--- src/rtl/uart_tx_fifo_if.sv ---
// ============================================================================
//  Module      : uart_tx_fifo_if
//  Description : Producer/consumer valid-ready byte stream for the TX FIFO.
//  Revision    : 1.0 - initial release
// ============================================================================
`default_nettype none

interface uart_tx_fifo_if #(
  parameter int DATA_WIDTH = 8
);

  logic [DATA_WIDTH-1:0] in_data;
  logic                  in_valid;
  logic                  in_ready;
  logic [DATA_WIDTH-1:0] out_data;
  logic                  out_valid;
  logic                  out_ready;

  // The FIFO itself sits on the slave side of both streams.
  modport slave (
    input  in_data,
    input  in_valid,
    output in_ready,
    output out_data,
    output out_valid,
    input  out_ready
  );

  modport master (
    output in_data,
    output in_valid,
    input  in_ready,
    input  out_data,
    input  out_valid,
    output out_ready
  );

endinterface : uart_tx_fifo_if

`default_nettype wire

--- src/rtl/uart_tx_fifo.sv ---
// ============================================================================
//  Module      : uart_tx_fifo
//  Description : Synchronous byte FIFO feeding the UART transmitter, with
//                flush and occupancy status. Optional level/almost_full
//                outputs are enabled by defining UART_TX_FIFO_LEVEL_EN.
//  Revision    : 1.0 - initial release
// ============================================================================
`default_nettype none

module uart_tx_fifo #(
  parameter int DATA_WIDTH     = 8,
  parameter int DEPTH          = 16,
  parameter int ALMOST_FULL_TH = 12
) (
  input  wire logic                    clk,
  input  wire logic                    reset_n,
  input  wire logic                    ena,
  input  wire logic                    flush,
  uart_tx_fifo_if.slave                bus,
  output logic                         empty,
  output logic                         full
`ifdef UART_TX_FIFO_LEVEL_EN
  ,
  output logic [$clog2(DEPTH):0]       level,
  output logic                         almost_full
`endif
);

  localparam int c_ADDR_W = $clog2(DEPTH);
  localparam int c_CNT_W  = c_ADDR_W + 1;

  localparam logic [c_CNT_W-1:0] c_DEPTH = c_CNT_W'(DEPTH);

  generate
    if (DEPTH < 2 || (DEPTH & (DEPTH - 1)) != 0) begin : g_bad_depth
      $error("uart_tx_fifo: DEPTH must be a power of two and at least 2");
    end
    if (ALMOST_FULL_TH < 1 || ALMOST_FULL_TH > DEPTH) begin : g_bad_th
      $error("uart_tx_fifo: ALMOST_FULL_TH must lie in 1..DEPTH");
    end
  endgenerate

  logic [DATA_WIDTH-1:0] mem_q [DEPTH];

  logic [c_ADDR_W-1:0] wr_ptr_q, wr_ptr_d;
  logic [c_ADDR_W-1:0] rd_ptr_q, rd_ptr_d;
  logic [c_CNT_W-1:0]  count_q,  count_d;

  logic w_push;
  logic w_pop;

  // Status comes from the count so a wrapped full FIFO is never mistaken
  // for an empty one.
  assign empty = (count_q == '0);
  assign full  = (count_q == c_DEPTH);

  // in_ready is forced low during reset even though full is already clear.
  assign bus.in_ready  = ena & reset_n & ~full;
  assign bus.out_valid = ena & ~empty;
  assign bus.out_data  = mem_q[rd_ptr_q];

  assign w_push = bus.in_valid & bus.in_ready;
  assign w_pop  = bus.out_valid & bus.out_ready;

  always_comb begin
    wr_ptr_d = wr_ptr_q;
    rd_ptr_d = rd_ptr_q;
    count_d  = count_q;
    if (flush) begin
      // Flush wins over any handshake completing on the same edge.
      wr_ptr_d = '0;
      rd_ptr_d = '0;
      count_d  = '0;
    end else begin
      if (w_push) begin
        wr_ptr_d = wr_ptr_q + 1'b1;
      end
      if (w_pop) begin
        rd_ptr_d = rd_ptr_q + 1'b1;
      end
      unique case ({w_push, w_pop})
        2'b10:   count_d = count_q + 1'b1;
        2'b01:   count_d = count_q - 1'b1;
        default: count_d = count_q;
      endcase
    end
  end

  always_ff @(posedge clk or negedge reset_n) begin
    if (!reset_n) begin
      wr_ptr_q <= '0;
      rd_ptr_q <= '0;
      count_q  <= '0;
    end else begin
      wr_ptr_q <= wr_ptr_d;
      rd_ptr_q <= rd_ptr_d;
      count_q  <= count_d;
    end
  end

  // Storage carries no reset; stale entries are unreachable once count is 0.
  always_ff @(posedge clk) begin
    if (w_push && !flush) begin
      mem_q[wr_ptr_q] <= bus.in_data;
    end
  end

`ifdef UART_TX_FIFO_LEVEL_EN
  localparam logic [c_CNT_W-1:0] c_AF_TH = c_CNT_W'(ALMOST_FULL_TH);

  assign level       = count_q;
  assign almost_full = (count_q >= c_AF_TH);
`endif

endmodule : uart_tx_fifo

`default_nettype wire

--- src/flat_wrapper.sv ---
// flat-port wrapper written by rule: the top's interface ports become plain ports
module uart_tx_fifo_flat 
#(
  parameter int DATA_WIDTH     = 8,
  parameter int DEPTH          = 16,
  parameter int ALMOST_FULL_TH = 12
)
  (clk, reset_n, ena, flush, empty, full, bus_in_data, bus_in_valid, bus_in_ready, bus_out_data, bus_out_valid, bus_out_ready);
  uart_tx_fifo_if #(.DATA_WIDTH(DATA_WIDTH)) bus_i ();
  input  wire logic clk;
  input  wire logic reset_n;
  input  wire logic ena;
  input  wire logic flush;
  output logic empty;
  output logic full;
  input wire logic [$bits(bus_i.in_data)-1:0] bus_in_data;
  input wire logic [$bits(bus_i.in_valid)-1:0] bus_in_valid;
  output wire logic [$bits(bus_i.in_ready)-1:0] bus_in_ready;
  output wire logic [$bits(bus_i.out_data)-1:0] bus_out_data;
  output wire logic [$bits(bus_i.out_valid)-1:0] bus_out_valid;
  input wire logic [$bits(bus_i.out_ready)-1:0] bus_out_ready;
  assign bus_i.in_data = bus_in_data;
  assign bus_i.in_valid = bus_in_valid;
  assign bus_in_ready = bus_i.in_ready;
  assign bus_out_data = bus_i.out_data;
  assign bus_out_valid = bus_i.out_valid;
  assign bus_i.out_ready = bus_out_ready;
  uart_tx_fifo #(.DATA_WIDTH(DATA_WIDTH), .DEPTH(DEPTH), .ALMOST_FULL_TH(ALMOST_FULL_TH)) u_core (.clk(clk), .reset_n(reset_n), .ena(ena), .flush(flush), .bus(bus_i), .empty(empty), .full(full));
endmodule
--- config.mk ---
export PLATFORM = sky130hd
export DESIGN_NAME = uart_tx_fifo_flat
export DESIGN_NICKNAME = d
export VERILOG_FILES = /design/src/rtl/uart_tx_fifo_if.sv /design/src/rtl/uart_tx_fifo.sv /design/src/flat_wrapper.sv
export SDC_FILE = /design/constraint.sdc
export NUM_CORES = 1
export LEC_CHECK = 0
export CAP_MARGIN = 15
export CORE_MARGIN = 8
export CORE_UTILIZATION = 55
export CTS_BUF_LIST = sky130_fd_sc_hd__clkbuf_8
export CTS_CLUSTER_DIAMETER = 150
export CTS_CLUSTER_SIZE = 20
export DETAILED_ROUTE_END_ITERATION = 6
export GPL_ROUTABILITY_DRIVEN = 0
export PLACE_DENSITY = 0.76
export SYNTH_ARGS = -nofsm -noshare
export SYNTH_HDL_FRONTEND = slang
export SYNTH_SLANG_ARGS = --single-unit
--- constraint.sdc ---
create_clock -name clk -period 2.8 [get_ports clk]
set_input_delay 0.42 -clock clk [delete_from_list [all_inputs] [get_ports clk]]
set_output_delay 0.42 -clock clk [all_outputs]
set_load 0.1 [all_outputs]
==> flow_summary_export.csv <==
group,metric,value,unit
run_status,status,"finished clean",
cts,htree_levels,4,
timing,finalCriticalPeriod,2.727,ns
critical_path,endpoint_kind,"output pin",
die,io_pins,26,
timing,fmax,366.7,MHz
global_routing,grt_most_used_layer,"met2",
power,power.density,606.9,nW/um^2
logic_synthesis,synth_cell_types,37,
timing,maxSlewHeadroom,58.65,%
die,fp.dieW,119.5,um
worst_hold_path,min_path_type,"input port to asynchronous set/reset pin",
critical_path,path_cells,"bufbuf_16 -> mux2i_1 -> a221oi_2 -> a22oi_1 -> nand2_1 -> buf_12",
finish,fillers,716,
cts,clk_pin_slew,0.08,ns
cts,cts_buffers,17,
drt,detail-route-antenna-nets,0,
drt,dr.first_iter.drc_count,287,
critical_path,crit_type,"register to output pin",
logic_synthesis,yosys_warnings,0,
power,ir_drop,0.4206,mV
drt,via_per_inst,5.865,
critical_path,critPathLaunchType,"register",
global_routing,grt_util_met3,4.157,%
critical_path,reg2reg_depth,10,
power,clkPwrFrac,34.8,%
power,power_frac_comb,10.7,%
power,p_switching,1.124,mW
logic_synthesis,avgSynthCellArea,16.22,sq um
logic_synthesis,synth_flop_cell,"edfxtp_1",
critical_path,critPathMaxStageDelay,0.48,ns
timing,finalSetupViolCount,0,
placed_design,dpl.hpwl,7.717,mm
critical_path,cp_max_fo,25,
finish,fin_cells,569,
timing,post-route-period-util,97.39,%
global_routing,grt_pass1_vias,3434,
placed_design,dpl.cell_count,535,
cts,tritoncts,"built",
critical_path,worst_ep_required_time,2.38,ns
die,fp-row-count,37,
logic_synthesis,synthCells,363,
timing,finalClockSkew,0.008278,ns
cts,cts_root_buffer,"clkbuf_8",
power,p_int,3.129,mW
drt,dr.pass1.iters,5,
logic_synthesis,synth_top_cell_area_share,65.26,%
critical_path,ff2ff_setup_slack,0.11,ns
die,die_h,119.5,um
logic_synthesis,syn-num-nets,386,
critical_path,cpMaxStageDelayCell,"dfrtp_2",
global_routing,grt_pass1_wl,18.82,mm
cts,clkSinkCount,141,
finish,synthToLayoutAreaGrowth,19.01,%
cts,cts_setup_buffers,0,
timing,tightest_slew,0.6183,ns
logic_synthesis,synth_seq_cells,141,
drt,drc,0,
power,power.share.switching,26.43,%
logic_synthesis,synth_most_common_cell,"edfxtp_1",
die,dieArea,14280,sq um
timing,worst_hold_slack,0.3304,ns
logic_synthesis,synth_top_area_cell,"edfxtp_1",
finish,fin_util,67.59,%
run,maxCapViolations,0,
cts,clk_latency,0.43,ns
cts,clockBufferDepth,2,
logic_synthesis,synth_area_leaders,"edfxtp_1 65%, mux4_2 6.1%, dfrtp_1 5.5%",
logic_synthesis,netlist_top_cells_count,"128 x edfxtp_1, 36 x nor2_1, 26 x mux2i_1",
die,start_util,56.79,%
timing,slew_viol_final,0,
logic_synthesis,yosysSeqAreaShare,70.79,%
global_routing,use_met1,21.93,%
logic_synthesis,synth-edff-count,128,
placed_design,port_buffers,25,
global_routing,use_met2,28.82,%
drt,wl_per_cell,20.87,um
critical_path,regToRegEndpoint,"u_core.count_q[4]$_DFFE_PN0P_",
finish,final_layout_size_suffix_gt1_share,26.56,%
timing,hold_viol,0,
drt,vias,3337,
logic_synthesis,synthArstFlopShare,9.220,%
power,p_leak,2.362,nW
logic_synthesis,synth_area,5889,sq um
critical_path,r2r-start,"u_core.count_q[1]$_DFFE_PN0P_",
drt,wl,11.87,mm
global_routing,gr-total-overflow,0,
global_routing,grt_use_total,17.29,%
finish,diodes,0,
global_routing,antenna_found_initial,0,
global_routing,grt_max_degree,27,
power,pwr-share-seq,54.5,%
critical_path,critical_path_arrival,2.31,ns
finish,layout.nets,443,
die,core,10370,sq um
timing,rsz0062_at_grt,"yes",
[how the worst max path moves through the flow]
stage	from	endpoint	slack (ns)	depth (start not counted)
finish	u_core.rd_ptr_q[0]$_DFFE_PN0P_	bus_out_data[1]	0.07	6
global route	u_core.rd_ptr_q[0]$_DFFE_PN0P_	bus_out_data[2]	-0.01	6
CTS	u_core.rd_ptr_q[0]$_DFFE_PN0P_	bus_out_data[7]	0.03	7
detailed placement	u_core.count_q[1]$_DFFE_PN0P_	u_core.count_q[4]$_DFFE_PN0P_	0.08	10
global placement	u_core.count_q[1]$_DFFE_PN0P_	u_core.count_q[4]$_DFFE_PN0P_	0.20	10
floorplan	u_core.count_q[1]$_DFFE_PN0P_	empty	0.13	2
[stage by stage]
step / total power, mW / instance area [sq um] / setup WS, ns / TNS (ns)
3_5_place_dp: 2.800 / 6544 / 0.07724 / 0
3_3_place_gp: 2.791 / 6544 / 0.2041 / 0
6_report: 4.254 / 7009 / 0.07322 / 0
5_1_grt: 4.383 / 7009 / -0.01358 / -0.02642
2_1_floorplan: 2.648 / 5892 / 0.1319 / 0
4_1_cts: 4.269 / 6945 / 0.02910 / 0
[flip-flops by register name, summed over array words and instances, names as in the netlist]
name             count
u_core.count_q       5
u_core.mem_q       128
u_core.rd_ptr_q      4
u_core.wr_ptr_q      4
[what timing repair did]
action,in CTS,in global routing
hold buffers,0,0
pin swaps,0,0
gates cloned,1,1
endpoints found under the setup margin,4,6
gates resized for setup,1,14
[layout make-up]
| cell class | instances | area, sq um | area share (%) |
|---|---|---|---|
| clock inverter | 15 | 127.6 | 1.821 |
| sequential | 141 | 4173 | 59.53 |
| tap | 136 | 170.2 | 2.428 |
| clock buffer | 17 | 234.0 | 3.338 |
| timing repair buffer | 55 | 620.6 | 8.854 |
| inverter | 6 | 22.52 | 0.3213 |
| multi-input combinational | 199 | 1662 | 23.71 |
[cells in the final DEF, fill, tap and decap left out, types with 3 or more instances in the layout]
master             n
edfxtp_1         128
dfrtp_2            3
a211oi_2           3
o21a_1             3
inv_1              6
a22oi_1            8
clkbuf_8          17
clkdlybuf4s50_1   13
buf_4             30
o21ai_1            5
and2_1             3
o21ai_0           15
a221oi_1           4
xnor2_1            5
a21oi_1           12
a221oi_2           4
clkinvlp_4         3
inv_6              7
xor2_1             4
buf_12             9
mux2i_1           26
nand2_1           22
mux2_2             8
inv_8              3
nor2_1            35
ha_1               8
mux4_2            16
dfrtp_1           10
[power groups by stage]
stage / Sequential, mW / Combinational (mW) / Clock (mW)
4_1_cts: 2.32 / 0.452 / 1.50
3_5_place_dp: 2.36 / 0.437 / 0
5_1_grt: 2.32 / 0.485 / 1.58
6_report: 2.32 / 0.457 / 1.48
3_3_place_gp: 2.36 / 0.430 / 0
2_1_floorplan: 2.36 / 0.291 / 0
[worst max-delay path, delay by kind of cell (launching register included)]
kind            cells  cell delay (ns)
compound gates      2             0.36
buf+inv             2             0.57
flops               1             0.48
mux                 1             0.29
simple gates        1             0.15
[layer usage]
layer / share of wire, % / wire length (um) / vias to the layer above
met2: 51 / 6039 / 105
li1: - / - / 1526
met5: 0 / 0 / -
met1: 44 / 5187 / 1697
met3: 4.5 / 537 / 9
met4: 0.93 / 110 / 0
[logic make-up (layout without fill, tap and decap cells)]
group	count (synthesis)	in the layout	share of synthesized area (%)
flops	141	141	70.79
simple gates	72	72	5.396
compound gates	59	59	6.714
mux	50	50	12.07
buf+inv	23	93	1.657
fa+ha+maj	9	9	2.040
xor+xnor	9	9	1.338
(Power assumes the default switching activity.)
